===== src/rtl/fifo_stream_adapter.sv =====
// Read stage for a synchronous FIFO with 1-cycle registered read latency; presents words on a
// valid/ready stream through a 2-entry buffer. Optional counters: define FIFO_STREAM_STATS_EN.
//
// state | meaning
// EMPTY | no buffered word, m_valid low
// ONE   | head holds a word
// TWO   | head and tail hold words; a capture can only coincide with a pop
module fifo_stream_adapter #(
    parameter int DATA_WIDTH = 8,
    parameter int CNT_WIDTH  = 16
) (
    input  logic                  clk,
    input  logic                  rst_n,
    input  logic                  fifo_empty,
    input  logic [DATA_WIDTH-1:0] fifo_data,
    output logic                  fifo_rd_en,
    output logic                  m_valid,
    output logic [DATA_WIDTH-1:0] m_data,
    input  logic                  m_ready
`ifdef FIFO_STREAM_STATS_EN
    ,
    output logic [CNT_WIDTH-1:0]  xfer_count,
    output logic [CNT_WIDTH-1:0]  stall_count
`endif
);

    typedef enum logic [1:0] {
        EMPTY = 2'd0,
        ONE   = 2'd1,
        TWO   = 2'd2
    } state_t;

    state_t                state;
    state_t                state_nxt;
    logic                  inflight;
    logic                  pop;
    logic [1:0]            occ;
    logic [1:0]            pending;
    logic [DATA_WIDTH-1:0] buf_head;
    logic [DATA_WIDTH-1:0] buf_tail;

    if (CNT_WIDTH < 1) begin : g_bad_cnt_width
        $error("CNT_WIDTH must be at least 1");
    end

    // Encoding equals the number of buffered words.
    assign occ = state;

    always_ff @(posedge clk or negedge rst_n) begin
        if (!rst_n) begin
            state <= EMPTY;
        end else begin
            state <= state_nxt;
        end
    end

    always_comb begin
        state_nxt = state;
        case (state)
            EMPTY: begin
                if (inflight) state_nxt = ONE;
            end
            ONE: begin
                if (inflight && !pop)      state_nxt = TWO;
                else if (!inflight && pop) state_nxt = EMPTY;
            end
            TWO: begin
                if (pop && !inflight) state_nxt = ONE;
            end
            default: state_nxt = EMPTY;
        endcase
    end

    // m_ready reaches fifo_rd_en combinationally so a pop frees room in the same cycle.
    always_comb begin
        pop        = m_valid && m_ready;
        pending    = occ + {1'b0, inflight} - {1'b0, pop};
        fifo_rd_en = rst_n && !fifo_empty && (pending < 2'd2);
    end

    always_ff @(posedge clk or negedge rst_n) begin
        if (!rst_n) begin
            inflight <= 1'b0;
            m_valid  <= 1'b0;
            buf_head <= '0;
            buf_tail <= '0;
        end else begin
            inflight <= fifo_rd_en;
            m_valid  <= (state_nxt != EMPTY);
            case (state)
                EMPTY: begin
                    if (inflight) buf_head <= fifo_data;
                end
                ONE: begin
                    if (inflight) begin
                        if (pop) buf_head <= fifo_data;
                        else     buf_tail <= fifo_data;
                    end
                end
                TWO: begin
                    if (pop) begin
                        buf_head <= buf_tail;
                        if (inflight) buf_tail <= fifo_data;
                    end
                end
                default: ;
            endcase
        end
    end

    assign m_data = buf_head;

    a_no_capture_when_full: assert property (
        @(posedge clk) disable iff (!rst_n) !(state == TWO && inflight && !pop)
    );

`ifdef FIFO_STREAM_STATS_EN
    always_ff @(posedge clk or negedge rst_n) begin
        if (!rst_n) begin
            xfer_count  <= '0;
            stall_count <= '0;
        end else begin
            if (pop)                 xfer_count  <= xfer_count + CNT_WIDTH'(1);
            if (m_valid && !m_ready) stall_count <= stall_count + CNT_WIDTH'(1);
        end
    end
`endif

endmodule


===== config.mk =====
export PLATFORM = sky130hd
export DESIGN_NAME = fifo_stream_adapter
export DESIGN_NICKNAME = d
export VERILOG_FILES = /design/src/rtl/fifo_stream_adapter.sv
export SDC_FILE = /design/constraint.sdc
export NUM_CORES = 1
export LEC_CHECK = 0
export ABC_CLOCK_PERIOD_IN_PS = 1800
export CAP_MARGIN = 20
export CELL_PAD_IN_SITES_DETAIL_PLACEMENT = 0
export CELL_PAD_IN_SITES_GLOBAL_PLACEMENT = 1
export CORE_ASPECT_RATIO = 1.5
export CORE_UTILIZATION = 38
export DETAILED_ROUTE_END_ITERATION = 8
export GPL_TIMING_DRIVEN = 0
export PLACE_DENSITY = 0.85
export SLEW_MARGIN = 10
export SYNTH_ARGS = -nofsm -noshare
export SYNTH_HDL_FRONTEND = slang
export SYNTH_SLANG_ARGS = --single-unit

===== constraint.sdc =====
create_clock -name clk -period 1.8 [get_ports clk]
set_input_delay 0.27 -clock clk [delete_from_list [all_inputs] [get_ports clk]]
set_output_delay 0.27 -clock clk [all_outputs]
set_load 0.005 [all_outputs]

==> flow_summary.toml <==
[clocking]
clockBufferDepth = 2
clk_latency_ns = 0.32
cts-htree-levels = 1
clkSinkCount = 20
clockRootBuffer = "clkbuf_4"
cts_tree = "done"
cts.clk_slew.worst_paths_ns = 0.12
cts_buffers = 3

[pwr]
p_clk_share_pct = 18.3
power.switching_uw = 622
power_density_nw_per_um2 = 1570
combPwrFrac_pct = 43.8
p_sw_share_pct = 30.6
ir_drop_v = 0.000880
p_leak_uw = 0.000568
p_seq_share_pct = 37.9
p_int_uw = 1410

[synthesis]
synth_nets = 92
ys_seq_elements = 20
ys_seq_area_share_pct = 51.3
avgSynthCellArea_um2 = 12.2
synthCells = 80
yosysWarnings = 0
synth_area_um2 = 975
synth_cell_types = 24

[floorplanning]
die_y_um = 64.0
fp.dieArea_um2 = 2780
dieWidth_um = 43.4
start_util_pct = 39.8
core_um2 = 2450
ios = 22
num_rows = 22

[sta]
fin_tns_setup_ns = -0.00668
fin_crit_ns = 1.81
drv_slew = 0
holdWs_ns = 0.229
worst_slew_pin_slew_ns = 0.907
fin_crit_sh_pct = 100
rsz0062_at_grt = "yes"
clock_skew_ns = 0.00847
fmax_mhz = 554
maxSlewHeadroom_pct = 39.4
setup_ws_ns = -0.00668
setup_violations = 1
hold_viol_final = 0

[worst_hold_path]
hold_class = "primary input to register"

[global_routing]
first_global_vias = 686
track_usage_pct = 14.9
grt_max_degree = 22
antenna_found_initial = 0
grt_pass1_wl_um = 3060
globalRouteOverflowTotal = 0

[layout]
area_delta_synth_final_pct = 32.9
drive_gt1_share_pct = 24.8
fin_cells = 133
final_cell_mix = "dfrtp_1 (19), clkdlybuf4s50_1 (18), nand2_1 (10), mux2i_1 (9), mux2_2 (8)"
final_area_um2 = 1290
num_antenna_cells = 0
final_common_cell = "dfrtp_1"
nFillCells = 230
nNetsFinal = 122

[route]
wl_um = 1800
via_per_inst = 5.23
wire_per_inst_um = 13.5
drc = 2
postRouteAntennaNets = 0
drtIter0Drc = 25
vias = 695
dr.pass1.iters = 5

[worst_setup_path]
cpLargestDelayFamily = "flip-flops"
critPathLaunchType = "register"
crit_slowest_cell = "dfrtp_2"
crit_required_ns = 1.53
path_cells = "and3b_1 > mux2i_1 > xnor2_1 > nor3b_2 > buf_2"
slowest_delay_ns = 0.44
crit_type = "register to primary output"
cp_max_fo = 5
crit_path_end_kind = "primary output"
cp_data_arrival_time_ns = 1.54
crit_buf_inv = 1

[status]
status = "complete, but fails checks"
violations = "design-rule violations, negative setup slack"

[place]
gp_congestion = 0.796
placed_area_um2 = 1210
dp.cells = 125
numPortBuffers = 21
dp_hpwl_um = 1240

[job]
maxCapViolCount = 0
## state kept, by name, indices dropped and copies added (netlist names)
name / cells
m_valid: 1
occ: 2
inflight: 1
m_data: 8
buf_tail: 8
## final cells by class
type	count	area (µm²)	share of cell area, %
Buffer	4	35.0	2.71
Clock buffer	3	22.5	1.74
Clock inverter	1	30.0	2.32
Multi-Input combinational cell	55	433	33.4
Sequential cell	20	502	38.7
Tap cell	24	30.0	2.32
Timing Repair Buffer	26	243	18.7
## per-layer routing
layer | global-route usage [%] | vias to the layer above | share of wire [%] | routed length [µm]
li1 | - | 343 | - | -
met1 | 18.2 | 333 | 46 | 831
met2 | 24.1 | 14 | 48 | 862
met3 | 1.98 | 5 | 3.3 | 59
met4 | 9.38 | 0 | 2.7 | 48
met5 | 0 | - | 0 | 0
## stage by stage
| step | util [%] | setup slack [ns] | power (µW) |
|---|---|---|---|
| finish | 52.9 | -0.00668 | 2040 |
| global route | 52.9 | -0.162 | 2170 |
| CTS | 52.6 | -0.0964 | 2050 |
| detailed placement | 49.6 | -0.798 | 1660 |
| global placement | 49.6 | -0.768 | 1630 |
| floorplan | - | 0.354 | 1310 |
## timing repair
| item | CTS | global route |
|---|---|---|
| gates cloned | 0 | 0 |
| setup endpoints to repair | 1 | 1 |
| pin swaps | 2 | 2 |
| hold buffers | 0 | 1 |
| resized for setup | 6 | 4 |
| buffers inserted | 3 | 1 |
| endpoints found under the hold margin | 0 | 20 |
## synth_stat cells
master / instances / share of area, %
a21boi_0: 1 / 0.77
a21oi_1: 1 / 0.51
and3b_1: 2 / 1.8
and4b_1: 1 / 1.0
and4b_4: 1 / 1.4
buf_4: 1 / 0.77
buf_6: 3 / 3.5
clkbuf_2: 1 / 0.51
dfrtp_1: 20 / 51
mux2_1: 1 / 1.2
mux2_2: 8 / 9.2
mux2i_1: 9 / 9.2
nand2_1: 10 / 3.9
nand2b_1: 2 / 1.3
nand3_1: 1 / 0.51
nor2b_1: 1 / 0.64
nor3_4: 1 / 1.7
nor3b_1: 2 / 1.5
o21a_1: 1 / 0.77
o21ai_0: 7 / 3.6
o21ai_1: 2 / 1.0
o21ai_4: 1 / 1.7
o22ai_1: 2 / 1.3
xnor2_1: 1 / 0.90
## path summary, 6_finish.rpt
check | from | endpoint | slack (ns) | depth (start not counted)
setup / recovery | m_valid | fifo_rd_en | -0.007 | 5
hold / removal | rst_n | inflight | 0.23 | 2
setup reg to reg | m_valid | buf_tail[3] | 0.17 | 5
hold reg to reg | m_data[1] | m_data[1] | 0.50 | 2
max in group asynchronous | rst_n | m_valid | 0.58 | 2
min in group asynchronous | rst_n | buf_tail[7] | 0.62 | 2
## power by group through the flow
stage               registers [µW]  clock network (µW)  logic [µW]
global placement               774                   0         854
global route                   797                 386         987
detailed placement             782                   0         878
finish                         770                 373         892
CTS                            771                 381         902
floorplan                      772                   0         540
## kinds of logic (layout without fill, tap and decap cells)
family                    after synthesis  in the layout  synth area share (%)
and+or+nand+nor                        21             21                  13.7
buffers and inverters                   5             34                  4.75
muxes                                  18             18                  19.6
DFF                                    20             20                  51.3
AOI/OAI and AO/OA                      15             15                  9.63
xor gates and xnor gates                1              1                 0.899
(Power assumes the default switching activity.)
